<file path="src/rtl/stream_loader.sv">
// stream_loader: accepts one batch of 32-bit stream words, writes them into a
// shared BRAM as consecutive words (matrix rows first, then the vector), then
// starts the PE controller and waits for its done pulse.
//
// Optional feature: define STREAM_LOADER_CSUM_EN to get a running mod-2^32 sum
// of the accepted words on csum; otherwise csum is tied to zero.
//
// state | meaning
// IDLE  | waiting for go; word_cnt/err hold the last batch's result
// LOAD  | s_ready high, one BRAM write per accepted beat
// FLUSH | last BRAM write is on the bus; early s_last aborts from here
// START | pe_start high for this one cycle
// WAIT  | waiting for pe_done from the PE controller
module stream_loader #(
    parameter int VECTOR_SIZE = 64,
    parameter int L_RAM_SIZE  = 6
) (
    input  logic                    aclk,
    input  logic                    areset,
    input  logic                    go,
    input  logic [31:0]             s_data,
    input  logic                    s_valid,
    input  logic                    s_last,
    output logic                    s_ready,
    output logic [31:0]             BRAM_ADDR,
    output logic [31:0]             BRAM_WRDATA,
    output logic [3:0]              BRAM_WE,
    output logic                    pe_start,
    input  logic                    pe_done,
    output logic                    busy,
    output logic                    complete,
    output logic                    err,
    output logic [L_RAM_SIZE*2:0]   word_cnt,
    output logic [31:0]             csum
);

    localparam int N  = VECTOR_SIZE * VECTOR_SIZE + VECTOR_SIZE;
    localparam int CW = L_RAM_SIZE * 2 + 1;
    localparam logic [CW-1:0] LAST_IDX = CW'(N - 1);

    typedef enum logic [2:0] {
        S_IDLE,
        S_LOAD,
        S_FLUSH,
        S_START,
        S_WAIT
    } state_t;

    state_t state;
    logic   abort_q;
    logic   accept;

    // s_ready is a register that is high exactly while in LOAD
    assign accept = s_valid && s_ready;

    // Batch sequencer with registered handshake, BRAM and status outputs
    always_ff @(posedge aclk or posedge areset) begin
        if (areset) begin
            state       <= S_IDLE;
            abort_q     <= 1'b0;
            s_ready     <= 1'b0;
            busy        <= 1'b0;
            BRAM_ADDR   <= 32'd0;
            BRAM_WRDATA <= 32'd0;
            BRAM_WE     <= 4'h0;
            pe_start    <= 1'b0;
            complete    <= 1'b0;
            err         <= 1'b0;
            word_cnt    <= '0;
        end else begin
            BRAM_WE  <= 4'h0;
            pe_start <= 1'b0;
            complete <= 1'b0;
            case (state)
                S_IDLE: begin
                    if (go) begin
                        state    <= S_LOAD;
                        s_ready  <= 1'b1;
                        busy     <= 1'b1;
                        word_cnt <= '0;
                        err      <= 1'b0;
                        abort_q  <= 1'b0;
                    end
                end
                S_LOAD: begin
                    if (accept) begin
                        BRAM_ADDR   <= {{(30 - CW){1'b0}}, word_cnt, 2'b00};
                        BRAM_WRDATA <= s_data;
                        BRAM_WE     <= 4'hF;
                        word_cnt    <= word_cnt + CW'(1);
                        if (word_cnt == LAST_IDX) begin
                            // Full batch: a missing s_last is flagged but the batch still runs
                            state   <= S_FLUSH;
                            s_ready <= 1'b0;
                            if (!s_last) begin
                                err <= 1'b1;
                            end
                        end else if (s_last) begin
                            // Short batch: keep the written data but never start the PEs
                            state   <= S_FLUSH;
                            s_ready <= 1'b0;
                            err     <= 1'b1;
                            abort_q <= 1'b1;
                        end
                    end
                end
                S_FLUSH: begin
                    if (abort_q) begin
                        state <= S_IDLE;
                        busy  <= 1'b0;
                    end else begin
                        state    <= S_START;
                        pe_start <= 1'b1;
                    end
                end
                S_START: begin
                    state <= S_WAIT;
                end
                S_WAIT: begin
                    if (pe_done) begin
                        state    <= S_IDLE;
                        busy     <= 1'b0;
                        complete <= 1'b1;
                    end
                end
                default: begin
                    state   <= S_IDLE;
                    busy    <= 1'b0;
                    s_ready <= 1'b0;
                end
            endcase
        end
    end

`ifdef STREAM_LOADER_CSUM_EN
    // Running checksum of accepted words, restarted on each go
    always_ff @(posedge aclk or posedge areset) begin
        if (areset) begin
            csum <= 32'd0;
        end else if (state == S_IDLE && go) begin
            csum <= 32'd0;
        end else if (accept) begin
            csum <= csum + s_data;
        end
    end
`else
    assign csum = 32'd0;
`endif

endmodule

</file>
<file path="config.mk">
export PLATFORM = sky130hd
export DESIGN_NAME = stream_loader
export DESIGN_NICKNAME = d
export VERILOG_FILES = /design/src/rtl/stream_loader.sv
export SDC_FILE = /design/constraint.sdc
export NUM_CORES = 1
export LEC_CHECK = 0
export BUFFER_PORTS_ARGS = -buffer_cell sky130_fd_sc_hd__clkbuf_2
export CAP_MARGIN = 20
export CELL_PAD_IN_SITES_DETAIL_PLACEMENT = 1
export CELL_PAD_IN_SITES_GLOBAL_PLACEMENT = 1
export CORE_MARGIN = 3
export CORE_UTILIZATION = 38
export CTS_CLUSTER_SIZE = 30
export DETAILED_ROUTE_END_ITERATION = 12
export GPL_TIMING_DRIVEN = 0
export PLACE_DENSITY = 0.83
export SLEW_MARGIN = 30
export SYNTH_ARGS = -nofsm -noshare
export SYNTH_HDL_FRONTEND = slang
export SYNTH_SLANG_ARGS = --single-unit
</file>
<file path="constraint.sdc">
create_clock -name aclk -period 5.55 [get_ports aclk]
set_clock_uncertainty 0.1 [all_clocks]
set_input_delay 0.2775 -clock aclk [delete_from_list [all_inputs] [get_ports aclk]]
set_output_delay 0.2775 -clock aclk [all_outputs]
set_load 0.005 [all_outputs]
</file>
==> reports/qor.yml <==
status: "finished, final reports clean"
antenna_found_initial: 0
ys_async_sr_fraction: 1.000
track_usage: 0.1659
synthMuxAreaShare: 0.1562
avgSynthCellArea_um2: 12.57
r2r_slack_ps: 3360
final_util: 0.5276
synthToLayoutAreaGrowth_pct: 31.46
core_um2: 8423
die_x_um: 100.3
max-slew-margin-rel: 0.6157
ctsHtreeMaxLevel: 3
min_period_over_period: 0.3954
synth_common_cells: "68 x dfrtp_1, 55 x buf_4, 45 x mux2_1"
cts_resized: 0
p_leak_nw: 2.391
start_util: 0.4014
cp_cell_sequence: "buf_2 -> or3b_4 -> nor2_1 -> buf_4 -> buf_6 -> mux2_1"
die-area_um2: 10060
dr.pass1.iters: 4
critPathMaxStageDelay_ps: 430
worst_ep_required_time_ps: 5680
postRouteAntennaNets: 0
max-vdd-ir-drop_mv: 0.1804
cpMaxStageDelayCell: "or3b_4"
grt.overflow.total: 0
tightestPinTransition_ps: 575.9
finalSetupViolCount: 0
final_nets: 475
worstPathArrival_ps: 2320
cts_tree: "done"
synth_cell_types: 48
fmax_mhz: 455.7
cp_max_fo: 10
io_buffers: 104
cap_violations: 0
start_kind: "register"
numCtsBuffers: 9
yosysSeqAreaShare: 0.5033
layout-drive-gt1-share: 0.4603
wire_per_inst_um: 14.93
grt_pass1_wl_um: 13040
yosys_warnings: 0
io_pins: 156
syn_area_um2: 3381
holdCritPathClass: "in -> reg"
grt_max_degree: 38
n_antenna_cell: 0
clock_path_buffers: 2
synth_flop_cell: "dfrtp_1"
drtIter0Drc: 38
cts.sinks: 68
synth_xor_area_frac: 0.007772
hpwl_um: 6336
synthSimpleGateAreaFrac: 0.08771
synthAdderAreaFrac: 0.003701
crit_path_end_kind: "register"
clkTransAtPathRegs_ps: 80
via_per_inst: 4.555
rsz0062_at_grt: "false"
finalCriticalPeriod_ps: 2195
drc_errors: 0
num_vias: 2487
power_density_nw_per_um2: 402.8
whs_ps: 34.42
gp_congestion: 0.7920
timing_worst_setup_path_type: "reg -> reg"
yosysMostFrequentCell: "dfrtp_1"
yosysTopAreaCellShare: 0.5033
yosys_register_bits: 68
grt_pass1_vias: 2573
std_cell_rows: 33
synth_compound_area_frac: 0.09141
synthTopCellsByArea: "dfrtp_1 50%, mux2_1 15%, buf_4 12%"
power_mw: 1.790
wl_um: 8153
slew_violations: 0
hold_viol: 0
worstSkewPairLatency_ps: 340
synth_top_family_by_area: "multiplexers"
synthCells: 269
final_cell_area_um2: 4444
clockRootBuffer: "clkbuf_8"
setup-tns-final_ps: 0
fp.dieH_um: 100.3
placed_area_um2: 4243
synth_edf_count: 0
yosysTopAreaCell: "dfrtp_1"
==> sequential cells by signal (all words and copies together), names as in the netlist <==
signal,flops
BRAM_ADDR,13
BRAM_WE,1
BRAM_WRDATA,32
abort_q,1
busy,1
complete,1
err,1
pe_start,1
s_ready,1
state,3
word_cnt,13
==> timing repair <==
action	in CTS	in global routing
hold buffers	1	0
endpoints found under the hold margin	31	0
setup buffers	0	0
==> routing by layer <==
metal  vias to the layer above  routed length (µm)  track usage
li1                       1174                   -            -
met1                      1193                3227       0.1965
met2                       105                4110       0.2819
met3                        15                 670      0.04934
met4                         0                 144      0.06632
met5                         -                   0            0
==> report_power, final <==
part	leakage, nW	internal [mW]	total (mW)	switching [mW]
combinational	1.42	0.326	0.630	0.305
clock	0.0927	0.208	0.405	0.198
sequential	0.876	0.656	0.755	0.0988
total	2.39	1.19	1.79	0.601
==> logic make-up after synthesis <==
group / Yosys count
xor gates and xnor gates: 3
other: 1
adders and majority gates: 1
and+or+nand+nor: 42
muxes: 47
DFF: 68
AOI/OAI and AO/OA: 37
buffers and inverters: 70
==> per-stage QoR <==
step	worst slack [ps]	cells
after floorplan	3461	319
after global routing	3216	546
after global placement	2562	528
final	3355	546
after CTS	3324	546
after detailed placement	3332	529
==> worst max-delay path, delay by kind of cell (launching register included) <==
kind,cells,cell delay (ps)
buf+inv,3,600
flops,1,360
mux,1,340
simple gates,2,670
==> final cells by class <==
| type | count | area (µm²) |
|---|---|---|
| timing repair buffer | 106 | 550.5 |
| clock buffer | 10 | 127.6 |
| inverter | 8 | 32.53 |
| buffer | 62 | 473.0 |
| sequential | 68 | 1702 |
| fill | 987 | 3979 |
| tap | 105 | 131.4 |
| clock inverter | 6 | 63.81 |
| multi-input combinational | 181 | 1364 |
==> final timing paths <==
check | start | endpoint | depth (start not counted)
worst min-delay path | s_data[23] | BRAM_WRDATA[23]$_DFFE_PP0P_ | 2
max in group asynchronous | areset | abort_q$_DFFE_PP0P_ | 4
worst max register to register | state[2]$_DFFE_PP0P_ | BRAM_WRDATA[28]$_DFFE_PP0P_ | 6
min in group asynchronous | areset | BRAM_WRDATA[21]$_DFFE_PP0P_ | 3
worst max-delay path | state[2]$_DFFE_PP0P_ | BRAM_WRDATA[28]$_DFFE_PP0P_ | 6
worst min register to register | BRAM_WRDATA[11]$_DFFE_PP0P_ | BRAM_WRDATA[11]$_DFFE_PP0P_ | 1
==> cells in the final DEF (no fill, tap or decap), types with 5 or more instances in the layout <==
cell and instances:
or3_1 7, buf_4 55, mux2_1 45, o21ai_0 10
a21oi_2 7, clkbuf_8 9, inv_1 7, dfrtp_1 68
conb_1 51, nand2_1 5, clkbuf_2 104
No activity file was read; power rests on OpenSTA's default activity.
